**src/rtl/pipe_ctrl_pkg.sv**
```systemverilog
// Shared types for the pipeline sequencer: forwarding selects, sequencer states and
// the opcode encodings the decoder agrees on.
package pipe_ctrl_pkg;

  typedef enum logic [1:0] {
    FWD_RF    = 2'd0,
    FWD_EXMEM = 2'd1,
    FWD_MEMWB = 2'd2
  } fwd_sel_t;

  typedef enum logic [1:0] {
    RUN    = 2'd0,
    DRAIN  = 2'd1,
    HALTED = 2'd2
  } state_t;

  localparam logic [4:0] OP_ADD  = 5'h00;
  localparam logic [4:0] OP_SUB  = 5'h01;
  localparam logic [4:0] OP_LW   = 5'h08;
  localparam logic [4:0] OP_SW   = 5'h09;
  localparam logic [4:0] OP_ACT  = 5'h10;
  localparam logic [4:0] OP_LD   = 5'h11;
  localparam logic [4:0] OP_RD   = 5'h12;
  localparam logic [4:0] OP_MAP  = 5'h13;
  localparam logic [4:0] OP_CORD = 5'h14;
  localparam logic [4:0] OP_KEY  = 5'h18;
  localparam logic [4:0] OP_HALT = 5'h1f;

  // The younger writer (EX/MEM) always wins over the older one.
  function automatic fwd_sel_t fwd_pick(input logic ex_hit, input logic mem_hit);
    if (ex_hit) return FWD_EXMEM;
    if (mem_hit) return FWD_MEMWB;
    return FWD_RF;
  endfunction

endpackage

```
**src/rtl/sprite_busy_tracker.sv**
```systemverilog
// Single-owner occupancy counter for the multi-cycle sprite unit.
module sprite_busy_tracker #(
  parameter int unsigned SPRITE_LAT = 4
) (
  input  logic clk,
  input  logic rst_n,
  input  logic req_i,
  input  logic allow_i,
  output logic go_o,
  output logic busy_o
);

  localparam int unsigned CntW = $clog2(SPRITE_LAT + 1);
  // The issue cycle is the first busy cycle, so the next op may go SPRITE_LAT cycles later.
  localparam logic [CntW-1:0] ReloadVal = CntW'(SPRITE_LAT - 1);

  logic [CntW-1:0] cnt_q, cnt_d;

  assign busy_o = (cnt_q != '0);
  assign go_o   = req_i & ~busy_o & allow_i;

  always_comb begin
    cnt_d = cnt_q;
    if (go_o) begin
      cnt_d = ReloadVal;
    end else if (busy_o) begin
      cnt_d = cnt_q - CntW'(1);
    end
  end

  always_ff @(posedge clk) begin
    if (!rst_n) begin
      cnt_q <= '0;
    end else begin
      cnt_q <= cnt_d;
    end
  end

endmodule

```
**src/rtl/pipe_hazard_ctrl.sv**
```systemverilog
// ID-side pipeline sequencer: load-use and resource stalls, registered forwarding selects,
// sprite-unit arbitration and the halt-drain sequence.
module pipe_hazard_ctrl
  import pipe_ctrl_pkg::*;
#(
  parameter int unsigned SPRITE_LAT = 4,
  parameter int unsigned REG_AW     = 5
) (
  input  logic              clk,
  input  logic              rst_n,
  input  logic              reS,
  input  logic              reT,
  input  logic [REG_AW-1:0] regS_addr,
  input  logic [REG_AW-1:0] regT_addr,
  input  logic              use_dst_reg,
  input  logic              sprite_use_dst,
  input  logic              is_load,
  input  logic [REG_AW-1:0] dst_reg,
  input  logic              sprite_re,
  input  logic              sprite_we,
  input  logic              IOR,
  input  logic              io_ready,
  input  logic              hlt,
  input  logic              flush,
  output logic              stall,
  output logic              bubble,
  output logic [1:0]        fwdS_sel,
  output logic [1:0]        fwdT_sel,
  output logic              sprite_go,
  output logic              halted
);

  logic              ex_v_q, ex_v_d, ex_ld_q, ex_ld_d;
  logic [REG_AW-1:0] ex_dst_q, ex_dst_d;
  logic              mem_v_q;
  logic [REG_AW-1:0] mem_dst_q;
  fwd_sel_t          fwd_s_q, fwd_s_d, fwd_t_q, fwd_t_d;
  state_t            state_q, state_d;
  logic              halted_q;

  logic id_wr, hz, spr_req, spr_busy, spr_allow, stall_raw;

  assign id_wr   = (use_dst_reg | sprite_use_dst) & (dst_reg != '0);
  assign hz      = ex_v_q & ex_ld_q &
                   ((reS & (regS_addr == ex_dst_q)) | (reT & (regT_addr == ex_dst_q)));
  assign spr_req = sprite_re | sprite_we;

  assign stall_raw = (state_q != RUN) | hz | (spr_req & spr_busy) | (IOR & ~io_ready) | hlt;
  // flush wins: the ID op is thrown away, so there is nothing to hold.
  assign stall  = rst_n & stall_raw & ~flush;
  assign bubble = rst_n & (stall_raw | flush);

  assign spr_allow = rst_n & ~flush & (state_q == RUN);

  sprite_busy_tracker #(
    .SPRITE_LAT (SPRITE_LAT)
  ) u_sprite_busy_tracker (
    .clk     (clk),
    .rst_n   (rst_n),
    .req_i   (spr_req),
    .allow_i (spr_allow),
    .go_o    (sprite_go),
    .busy_o  (spr_busy)
  );

  always_comb begin
    ex_v_d   = id_wr & ~bubble;
    ex_ld_d  = (is_load | sprite_use_dst) & ~bubble;
    ex_dst_d = bubble ? '0 : dst_reg;

    fwd_s_d = FWD_RF;
    fwd_t_d = FWD_RF;
    if (!bubble) begin
      fwd_s_d = fwd_pick(ex_v_q & (regS_addr == ex_dst_q), mem_v_q & (regS_addr == mem_dst_q));
      fwd_t_d = fwd_pick(ex_v_q & (regT_addr == ex_dst_q), mem_v_q & (regT_addr == mem_dst_q));
    end

    state_d = state_q;
    unique case (state_q)
      RUN:     if (hlt && !flush) state_d = DRAIN;
      DRAIN:   if (!ex_v_q && !mem_v_q && !spr_busy) state_d = HALTED;
      HALTED:  state_d = HALTED;
      default: state_d = RUN;
    endcase
  end

  always_ff @(posedge clk) begin
    if (!rst_n) begin
      ex_v_q    <= 1'b0;
      ex_ld_q   <= 1'b0;
      ex_dst_q  <= '0;
      mem_v_q   <= 1'b0;
      mem_dst_q <= '0;
      fwd_s_q   <= FWD_RF;
      fwd_t_q   <= FWD_RF;
      state_q   <= RUN;
      halted_q  <= 1'b0;
    end else begin
      ex_v_q    <= ex_v_d;
      ex_ld_q   <= ex_ld_d;
      ex_dst_q  <= ex_dst_d;
      mem_v_q   <= ex_v_q;
      mem_dst_q <= ex_dst_q;
      fwd_s_q   <= fwd_s_d;
      fwd_t_q   <= fwd_t_d;
      state_q   <= state_d;
      halted_q  <= (state_d == HALTED);
    end
  end

  assign fwdS_sel = fwd_s_q;
  assign fwdT_sel = fwd_t_q;
  assign halted   = halted_q;

endmodule

```
**config.mk**
```make
export PLATFORM = sky130hd
export DESIGN_NAME = pipe_hazard_ctrl
export DESIGN_NICKNAME = d
export VERILOG_FILES = /design/src/rtl/pipe_ctrl_pkg.sv /design/src/rtl/sprite_busy_tracker.sv /design/src/rtl/pipe_hazard_ctrl.sv
export SDC_FILE = /design/constraint.sdc
export NUM_CORES = 1
export LEC_CHECK = 0
export ABC_AREA = 1
export CORE_ASPECT_RATIO = 0.5
export CORE_MARGIN = 2
export CORE_UTILIZATION = 45
export DETAILED_ROUTE_END_ITERATION = 10
export PLACE_DENSITY = 0.77
export REMOVE_ABC_BUFFERS = 1
export SETUP_SLACK_MARGIN = 0.4
export SYNTH_ARGS = -nofsm -noshare
export SYNTH_HDL_FRONTEND = slang
export SYNTH_HIERARCHICAL = 1
export SYNTH_SLANG_ARGS = --single-unit
export TNS_END_PERCENT = 5
```
**constraint.sdc**
```tcl
create_clock -name clk -period 2.4 [get_ports clk]
set_input_delay 0.36 -clock clk [delete_from_list [all_inputs] [get_ports clk]]
set_output_delay 0.36 -clock clk [all_outputs]
set_load 0.02 [all_outputs]
```
* Word-level counts from Yosys, hierarchy flattened
Index checks and enable logic that the tools add are counted.
** Storage, ports and cells
- Output and inout port bits :: 8
- Logic and storage cells :: 90
- Register bits after elaboration :: 23
- Input port bits :: 28
** Cells by class
- Multiplexer cells :: 23
- $add $sub $neg :: 1
- Eq/ne operators :: 7
- Bitwise operators :: 34
- Reductions and logical operators :: 14
** Operator list (count)
- two-way mux 2 bit :: 12
- AND 1 bit :: 20
- equality test 5 bit :: 4
- two-way mux 1 bit :: 10
- bitwise OR 1 bit :: 9
- case mux 2 bit (3 select lines) :: 1
- NOT 1 bit :: 5
- nonzero test 5 bit :: 1
- equality test 2 bit (second input constant) :: 2
- logical NOT 1 bit :: 4
- nonzero test 2 bit :: 2
- OR reduction 2 bit :: 2
- logical AND 1 bit :: 3
- nonzero test 3 bit :: 1
- subtractor 3 x 1 -> 3 bit (second input constant) :: 1
- equality test 2 x 1 -> 1 bit (second input constant) :: 1
- logical NOT 2 bit :: 1

* Longest topological paths before layout
Gate-level depths: netlist of the first run.
- Depth after elaboration :: 15
- Depth in mapped cells :: 10
- Depth with buffers taken out :: 10

* Hierarchy
Netlist of the first run, hierarchy kept.
** Modules (own cells, without submodules)
- pipe_hazard_ctrl :: instances 1, area an instance 1024.7 sq um, seq. area each 400.4 sq um, cells an instance 148
- sprite_busy_tracker :: instances 1, area an instance 172.7 sq um, seq. area each 60.1 sq um, cells an instance 24

* Least setup slack after synthesis of the first run
No wires, ideal clock.
- Path kind :: input port to output port
- Start point :: input rst_n
- End point :: output sprite_go
- Path buffers :: 1
- Stages :: 7
- Slack :: 795 ps
- Data required time :: 2040 ps
- Arrival time :: 1245 ps
- Cells stage by stage :: buf_2 > inv_1 > nor2_1 > inv_1 > nor2_1 > nand2_1 > nor2_1
** On the way
- Word-level cells in the longest chain between the ends :: 3
** Ends and longest elaborated chain
- start, declared :: RTL line pipe_hazard_ctrl.sv:10 : input logic rst_n,
- AND 1 bit (2 in a row) :: RTL line pipe_hazard_ctrl.sv:53 : assign spr_allow = rst_n & ~flush & (state_q == RUN);
- via spr_allow :: RTL line pipe_hazard_ctrl.sv:41 : logic id_wr, hz, spr_req, spr_busy, spr_allow, stall_raw;
- AND 1 bit :: RTL line sprite_busy_tracker.sv:20 : assign go_o = req_i & ~busy_o & allow_i;
- end, declared :: RTL line pipe_hazard_ctrl.sv:29 : output logic sprite_go,
The timed path passes the listed nets, and every way through them passes these cells.

* Worst setup path in the final report of the first run
- Start point :: register ex_dst_q[1]
- End point :: register fwd_s_q[1], in the netlist fwdS_sel[1]
** On the way
- Word-level cells in the longest chain between the ends :: 11
- Elaborated cells on any way between the ends :: 17
- Those cells by class :: 2 x eq/ne; 3 x mux; 11 x bitwise; 1 x reduce/logical
** Ends and longest elaborated chain
- start, declared :: RTL line pipe_hazard_ctrl.sv:34 : logic [REG_AW-1:0] ex_dst_q, ex_dst_d;
- start signal, assigned :: RTL line pipe_hazard_ctrl.sv:101 : ex_dst_q <= ex_dst_d;
- equality test 5 bit (on tied branches) :: RTL line pipe_hazard_ctrl.sv:45, pipe_hazard_ctrl.sv:74
- AND 1 bit :: RTL line pipe_hazard_ctrl.sv:45 : ((reS & (regS_addr == ex_dst_q)) | (reT & (regT_addr == ex_dst_q)));
- bitwise OR 1 bit :: RTL line pipe_hazard_ctrl.sv:45
- AND 1 bit :: RTL line pipe_hazard_ctrl.sv:44 : assign hz = ex_v_q & ex_ld_q &
- bitwise OR 1 bit (4 in a row) :: RTL line pipe_hazard_ctrl.sv:48 : assign stall_raw = (state_q != RUN) | hz | (spr_req & spr_busy) | (IOR & ~io_ready) | hlt;
- bitwise OR 1 bit :: RTL line pipe_hazard_ctrl.sv:51 : assign bubble = rst_n & (stall_raw | flush);
- AND 1 bit :: RTL line pipe_hazard_ctrl.sv:51
- OR reduction 2 bit (no line)
- end signal, assigned :: RTL line pipe_hazard_ctrl.sv:104 : fwd_s_q <= fwd_s_d;
- end, declared :: RTL line pipe_hazard_ctrl.sv:37 : fwd_sel_t fwd_s_q, fwd_s_d, fwd_t_q, fwd_t_d;
Several ways; a longest one is shown, not always the timed one. The select of a mux whose other input is x is not followed.
A chain may end at the register's enable or synchronous reset.

==> results of run 1 <==
[path summary, 6_finish.rpt]
kind / startpoint / end / cells after the start
max: ex_dst_q[1] / fwdS_sel[1] / 14
min reg2reg: ex_dst_q[3] / mem_dst_q[3] / 2
max reg2reg: ex_dst_q[1] / fwdS_sel[1] / 14
min: ex_dst_q[3] / mem_dst_q[3] / 2
[logic make-up after synthesis]
group / share of synthesized area [%]
DFF: 38.5
and+or+nand+nor: 33.8
adders and majority gates: 2.09
buffers and inverters: 13.3
AOI/OAI and AO/OA: 6.58
xor gates and xnor gates: 5.85
[metrics by stage]
step                cells  TNS (ns)  total power (uW)  instance area, um2  setup slack [ns]
floorplan             170         0               686                1180             0.848
global placement      253    -0.420               801                1660            -0.213
detailed placement    253    -0.411               810                1660            -0.207
CTS                   264         0              1070                1770             0.398
global route          268         0              1210                1830             0.369
finish                268         0              1140                1830             0.453
[per-layer routing]
layer,track usage [%],wire length [um],up-vias
met5,0,0,-
met1,21.8,1250,560
li1,-,-,644
met4,4.09,69,0
met3,6.98,265,12
met2,37.1,1550,60
[sequential cells by signal, indices dropped and copies added, names as in the netlist]
register,count
ex_dst_q,5
fwdT_sel,2
mem_v_q,1
mem_dst_q,5
ex_v_q,1
halted,1
ex_ld_q,1
fwdS_sel,2
state_q,2
u_sprite_busy_tracker/cnt_q,3
[synthesized netlist by cell type]
cell type  number
or2_2           1
o21ai_1         1
dfxtp_1        23
nor3_1          4
nor2_4          2
a21oi_1         4
a31oi_1         1
buf_2           1
inv_1          37
a21oi_2         1
inv_2           1
buf_6           1
a211oi_1        2
ha_1            2
nor2_1         16
nand3_2         1
nand3_1         2
nor2_2         10
xor2_1          5
nand2_1        41
o21ai_0         1
o22ai_1         3
or2_4           1
nand4_1         8
xnor2_1         3
[power breakdown]
| group | switching [uW] | internal (uW) |
|---|---|---|
| registers | 32.3 | 422 |
| logic | 218 | 209 |
| clock network | 137 | 118 |
| total | 387 | 749 |
[final cells by class]
class	instances	area, um2	share of cell area [%]
multi-input cells	109	622	33.9
flip-flops and latches	23	468	25.5
inverters	38	145	7.91
well taps	37	46.3	2.52
clock inverters	1	7.51	0.409
repair buffers	57	504	27.5
clock buffers	3	41.3	2.25
[repair_timing]
action	CTS	global route
pin swaps	6	7
setup buffers	7	4
resized for setup	27	17
endpoints found under the setup margin	3	4
[worst register-to-register path: cells and delay by family (launching register included)]
| kind | cells | cell delay [ns] |
|---|---|---|
| AND/OR/NAND/NOR | 6 | 0.56 |
| flip-flops | 1 | 0.36 |
| buffers and inverters | 8 | 0.96 |
==> impl_results.md, run 1 <==
* Gpl congestion at 0.813
* Clk sink count at 23
* Slew Viols, Final at 0
* Mapped Area at 1200 um2
* Die area at 3110 um2
* Skew-Pair Late Insertion Delay at 0.27 ns
* Synth Register Bits at 23
* Initial antenna violation count at 0
* Slowest stage cell, crit path: dfxtp_2
* Num CTS Buffers at 3
* H-tree depth at 1
* Final worst clock skew at 0.00382 ns
* Die span in x at 77.0 um
* CP Buf/Inv Count at 8
* Nets@finish at 262
* Hold violation count in the final report at 0
* CTS Buffer Depth at 2
* RSZ-0062 raised after global routing: true
* Die Height at 40.5 um
* GR Overflow Total at 0
* Slowest cell delay on critical path at 0.36 ns
* CTS tree: yes
* Pin count of the biggest net entering global routing at 15
* Area delta synth->final at 53.2%
* Cts hold-fix bufs at 0
* Final ANT Viol Nets at 0
* Worst path required time at 2.61 ns
* Root Driver: clkbuf_8
* Seq/Total Area, Yosys at 38.5%
* Routed length per instance at 11.7 um
* Crit Path Class: register to register
* DR pass1 iterations at 4
* Critical path's most frequent cell: buf_4
* Most common cell after layout, fill and taps aside: nand2_1
* Commonest cells after routing, fill and taps aside: nand2_1, inv_1, buf_4
* Hpwl dp at 2070 um
* F_max at 514 MHz
* Syn. warnings at 6
* Count of final setup violators at 0
* Max_cap viols at 0
* Final hold slack at 0.459 ns
* Mapped Cells at 172
* Filler instances at 207
* DR iter-0 viols at 125
* Ports at 36
* Worst-path cell chain: buf_4 -> nand2_1 -> nand2_1 -> nor2_1 -> buf_4 -> buf_4 -> buf_4 -> buf_4 -> buf_4 -> buf_4 -> buf_4 -> nand4_1 -> nand4_1 -> nor2_2
* Drt total wl at 3130 um
* Outcome: finished, final reports clean
* FP Rows at 13
* Layout cells sized above 1 at 26.8%
* Leak Pwr at 0.000905 uW
* Finished Core Util at 71.8%
* Worst rel slew slack at 74.5%
* Final period util at 81.1%
* Synth top area cells: dfxtp_1, nand2_1, inv_1
* DRC at 0
* Critical path endpoint category: register
* Via Count at 1276
* Gr usage total at 19.3%
* First-pass GRT wire length at 4420 um
* R2r setup slk at 0.45 ns
* Critical path launch point type: register
* Mean post-synth cell area at 6.96 um2
* Worst IR Drop VDD at 0.377 mV
* Post-synth cell types at 25
* CP Max Fanout at 3
* Clock Pin Slew Worst Setup and Hold Paths at 0.09 ns
* Synth top area share at 38.5%
* Tmin final at 1.95 ns
* Worst endpoint data arrival time at 2.16 ns
* Leading area contributor after synthesis: dfxtp_1
* Core area at 2550 um2
* Slew @ Worst Pin at 0.383 ns
* IO buf count at 35
* Antenna diode count at 0
* Largest delay share family, worst path: buffers and inverters
* Cell Pwr Density at 619 nW/um2
* Vias in the first global route at 1023
* Hold/Removal Path Class: register to register
* Initial Util at 46.9%
* Vias per inst at 4.76
(Power assumes the default switching activity.)
==> run 2: changes to the inputs <==
==> constraint.sdc (replaced) <==
create_clock -name clk -period 1.9 [get_ports clk]
set_input_delay 0.285 -clock clk [delete_from_list [all_inputs] [get_ports clk]]
set_output_delay 0.285 -clock clk [all_outputs]
set_load 0.02 [all_outputs]
==> impl_results.md, run 2 (synthesized netlist as in run 1, its figures left out) <==
* H-tree depth at 1 (unchanged)
* Post-route cell area at 1890 um2 (+2.9%)
* Routed length per instance at 11.2 um (-4.2%)
* Dpl cells at 260 (+2.8%)
* Antenna diode count at 0 (unchanged)
* Initial antenna violation count at 0 (unchanged)
* Commonest cells after routing, fill and taps aside: nand2_1, inv_1, buf_4
* Worst R2R Start: state_q[0]
* FF-to-FF End: fwdS_sel[0]
* R2r setup slk at 0.33 ns (-0.12 ns)
* Max_cap viols at 0 (unchanged)
* Hold/Removal Path Class: primary input to register
* Gr usage total at 19.8% (+0.46 points)
* Worst-path cell chain: clkdlybuf4s50_1 -> or2_2 -> a21oi_4 -> nand3_2 -> nand2_1 -> inv_2 -> buf_6
* Leak Pwr at 0.000954 uW (+5.4%)
* Worst rel slew slack at 82.6% (+8.2 points)
* Critical path launch point type: primary input
* GR Overflow Total at 0 (unchanged)
* Die Height at 40.5 um (unchanged)
* Slew Viols, Final at 0 (unchanged)
* Nets@finish at 264 (+0.76%)
* Worst path required time at 1.62 ns (-0.99 ns)
* Largest delay share family, worst path: buffers and inverters
* Most common cell after layout, fill and taps aside: nand2_1
* DRC at 0 (unchanged)
* Outcome: finished, final reports clean
* Via Count at 1233 (-3.4%)
* Critical path endpoint category: primary output
* Worst IR Drop VDD at 0.578 mV (+53%)
* Num CTS Buffers at 3 (unchanged)
* Crit Path Class: primary input to primary output
* Placed cell areas at 1730 um2 (+3.9%)
* Die area at 3110 um2 (unchanged)
* Cts hold-fix bufs at 0 (unchanged)
* Root Driver: clkbuf_8
* DR pass1 iterations at 4 (unchanged)
* Slowest cell delay on critical path at 0.39 ns (+0.03 ns)
* Hpwl dp at 2230 um (+7.4%)
* Initial Util at 46.9% (unchanged)
* Register area at 472 um2 (+0.80%)
* FP Rows at 13 (unchanged)
* CP Max Fanout at 3 (unchanged)
* Multi-input logic area at 641 um2 (+3.0%)
* Crit path to: bubble
* Critical path depth in cells at 7 (-7)
* Gpl congestion at 0.801 (-1.5%)
* Final non-filler cell total at 270 (+0.75%)
* CTS tree: yes
* IO buf count at 35 (unchanged)
* Final hold slack at 0.426 ns (-0.0333 ns)
* Slew @ Worst Pin at 0.260 ns (-0.122 ns)
* Ports at 36 (unchanged)
* Worst endpoint data arrival time at 1.52 ns (-0.64 ns)
* Vias in the first global route at 1053 (+2.9%)
* Die span in x at 77.0 um (unchanged)
* Pin count of the biggest net entering global routing at 15 (unchanged)
* Filler instances at 205 (-0.97%)
* Vias per inst at 4.57 (-4.1%)
* First-pass GRT wire length at 4600 um (+4.1%)
* Layout cells sized above 1 at 30.5% (+3.6 points)
* Worst reg2reg path depth at 9 (-5)
* Core area at 2550 um2 (unchanged)
* CTS Buffer Depth at 2 (unchanged)
* Count of final setup violators at 0 (unchanged)
* DR iter-0 viols at 65 (-48%)
* RSZ-0062 raised after global routing: true
* Hold violation count in the final report at 0 (unchanged)
* CP Buf/Inv Count at 3 (-5)
* Worst Setup SP: sprite_we
* Final ANT Viol Nets at 0 (unchanged)
* Skew-Pair Late Insertion Delay at 0.27 ns (about the same)
* Tmin final at 1.81 ns
* Drt total wl at 3020 um (-3.5%)
* Clk sink count at 23 (unchanged)
* Area delta synth->final at 57.7%
* Pwr Total at 1490 uW (+31%)
* Clock Pin Slew Worst Setup and Hold Paths at 0.09 ns (about the same)
* Final worst clock skew at 0.00418 ns (+0.000358 ns)
* Final period util at 95.3%
* F_max at 553 MHz
* Slowest stage cell, crit path: clkdlybuf4s50_1
* Largest regs: ex_dst_q: 5 flops, mem_dst_q: 5 flops, u_sprite_busy_tracker/cnt_q: 3 flops
* Cell Pwr Density at 789 nW/um2 (+27%)
-- run 2: how the worst min path moves through the flow --
| stage | cells past startpoint | from | end |
|---|---|---|---|
| 2_1_floorplan | 2 | rst_n | mem_dst_q[0] |
| 3_3_place_gp | 2 | ex_dst_q[3] | mem_dst_q[3] |
| 3_5_place_dp | 2 | ex_dst_q[3] | mem_dst_q[3] |
| 4_1_cts | 2 | ex_dst_q[3] | mem_dst_q[3] |
| 5_1_grt | 4 | rst_n | state_q[0] |
| 6_report | 4 | rst_n | state_q[0] |
-- run 2: tightest hold or removal path, stage by stage --
cell,delay [ns]
dlymetal6s2s_1,0.14
inv_1,0.09
buf_4,0.11
nor3_1,0.04
-- run 2: repair_timing --
item,CTS,global route
setup buffers,3,3
setup endpoints to repair,14,19
cloned,0,0
gates resized for setup,41,17
pin swaps,10,11
-- run 2: cell type report --
type	count	share of cell area (%)
Multi-Input combinational cell	109	33.9
Timing Repair Buffer	59	28.5
Sequential cell	23	25.0
Inverter	38	7.55
Tap cell	37	2.45
Clock buffer	3	2.19
Clock inverter	1	0.398
-- run 2: where the power goes --
part	switching (uW)	internal [uW]
combinational	307	296
sequential	39.5	533
clock	167	148
total	513	977
-- run 2: metal layers --
layer,GRT usage (%),vias up,routed length [um]
met2,39.5,34,1570
li1,-,648,-
met5,0,-,0
met3,5.86,2,149
met1,21.8,549,1280
met4,5.45,0,19
-- run 2: through the flow --
step	worst slack [ns]	setup TNS, ns	util, %
2_1_floorplan	0.423	0	-
6_report	0.0900	0	73.9
4_1_cts	0.117	0	71.2
5_1_grt	-0.00721	-0.00721	73.9
3_3_place_gp	-0.558	-1.40	67.6
3_5_place_dp	-0.579	-1.44	67.6
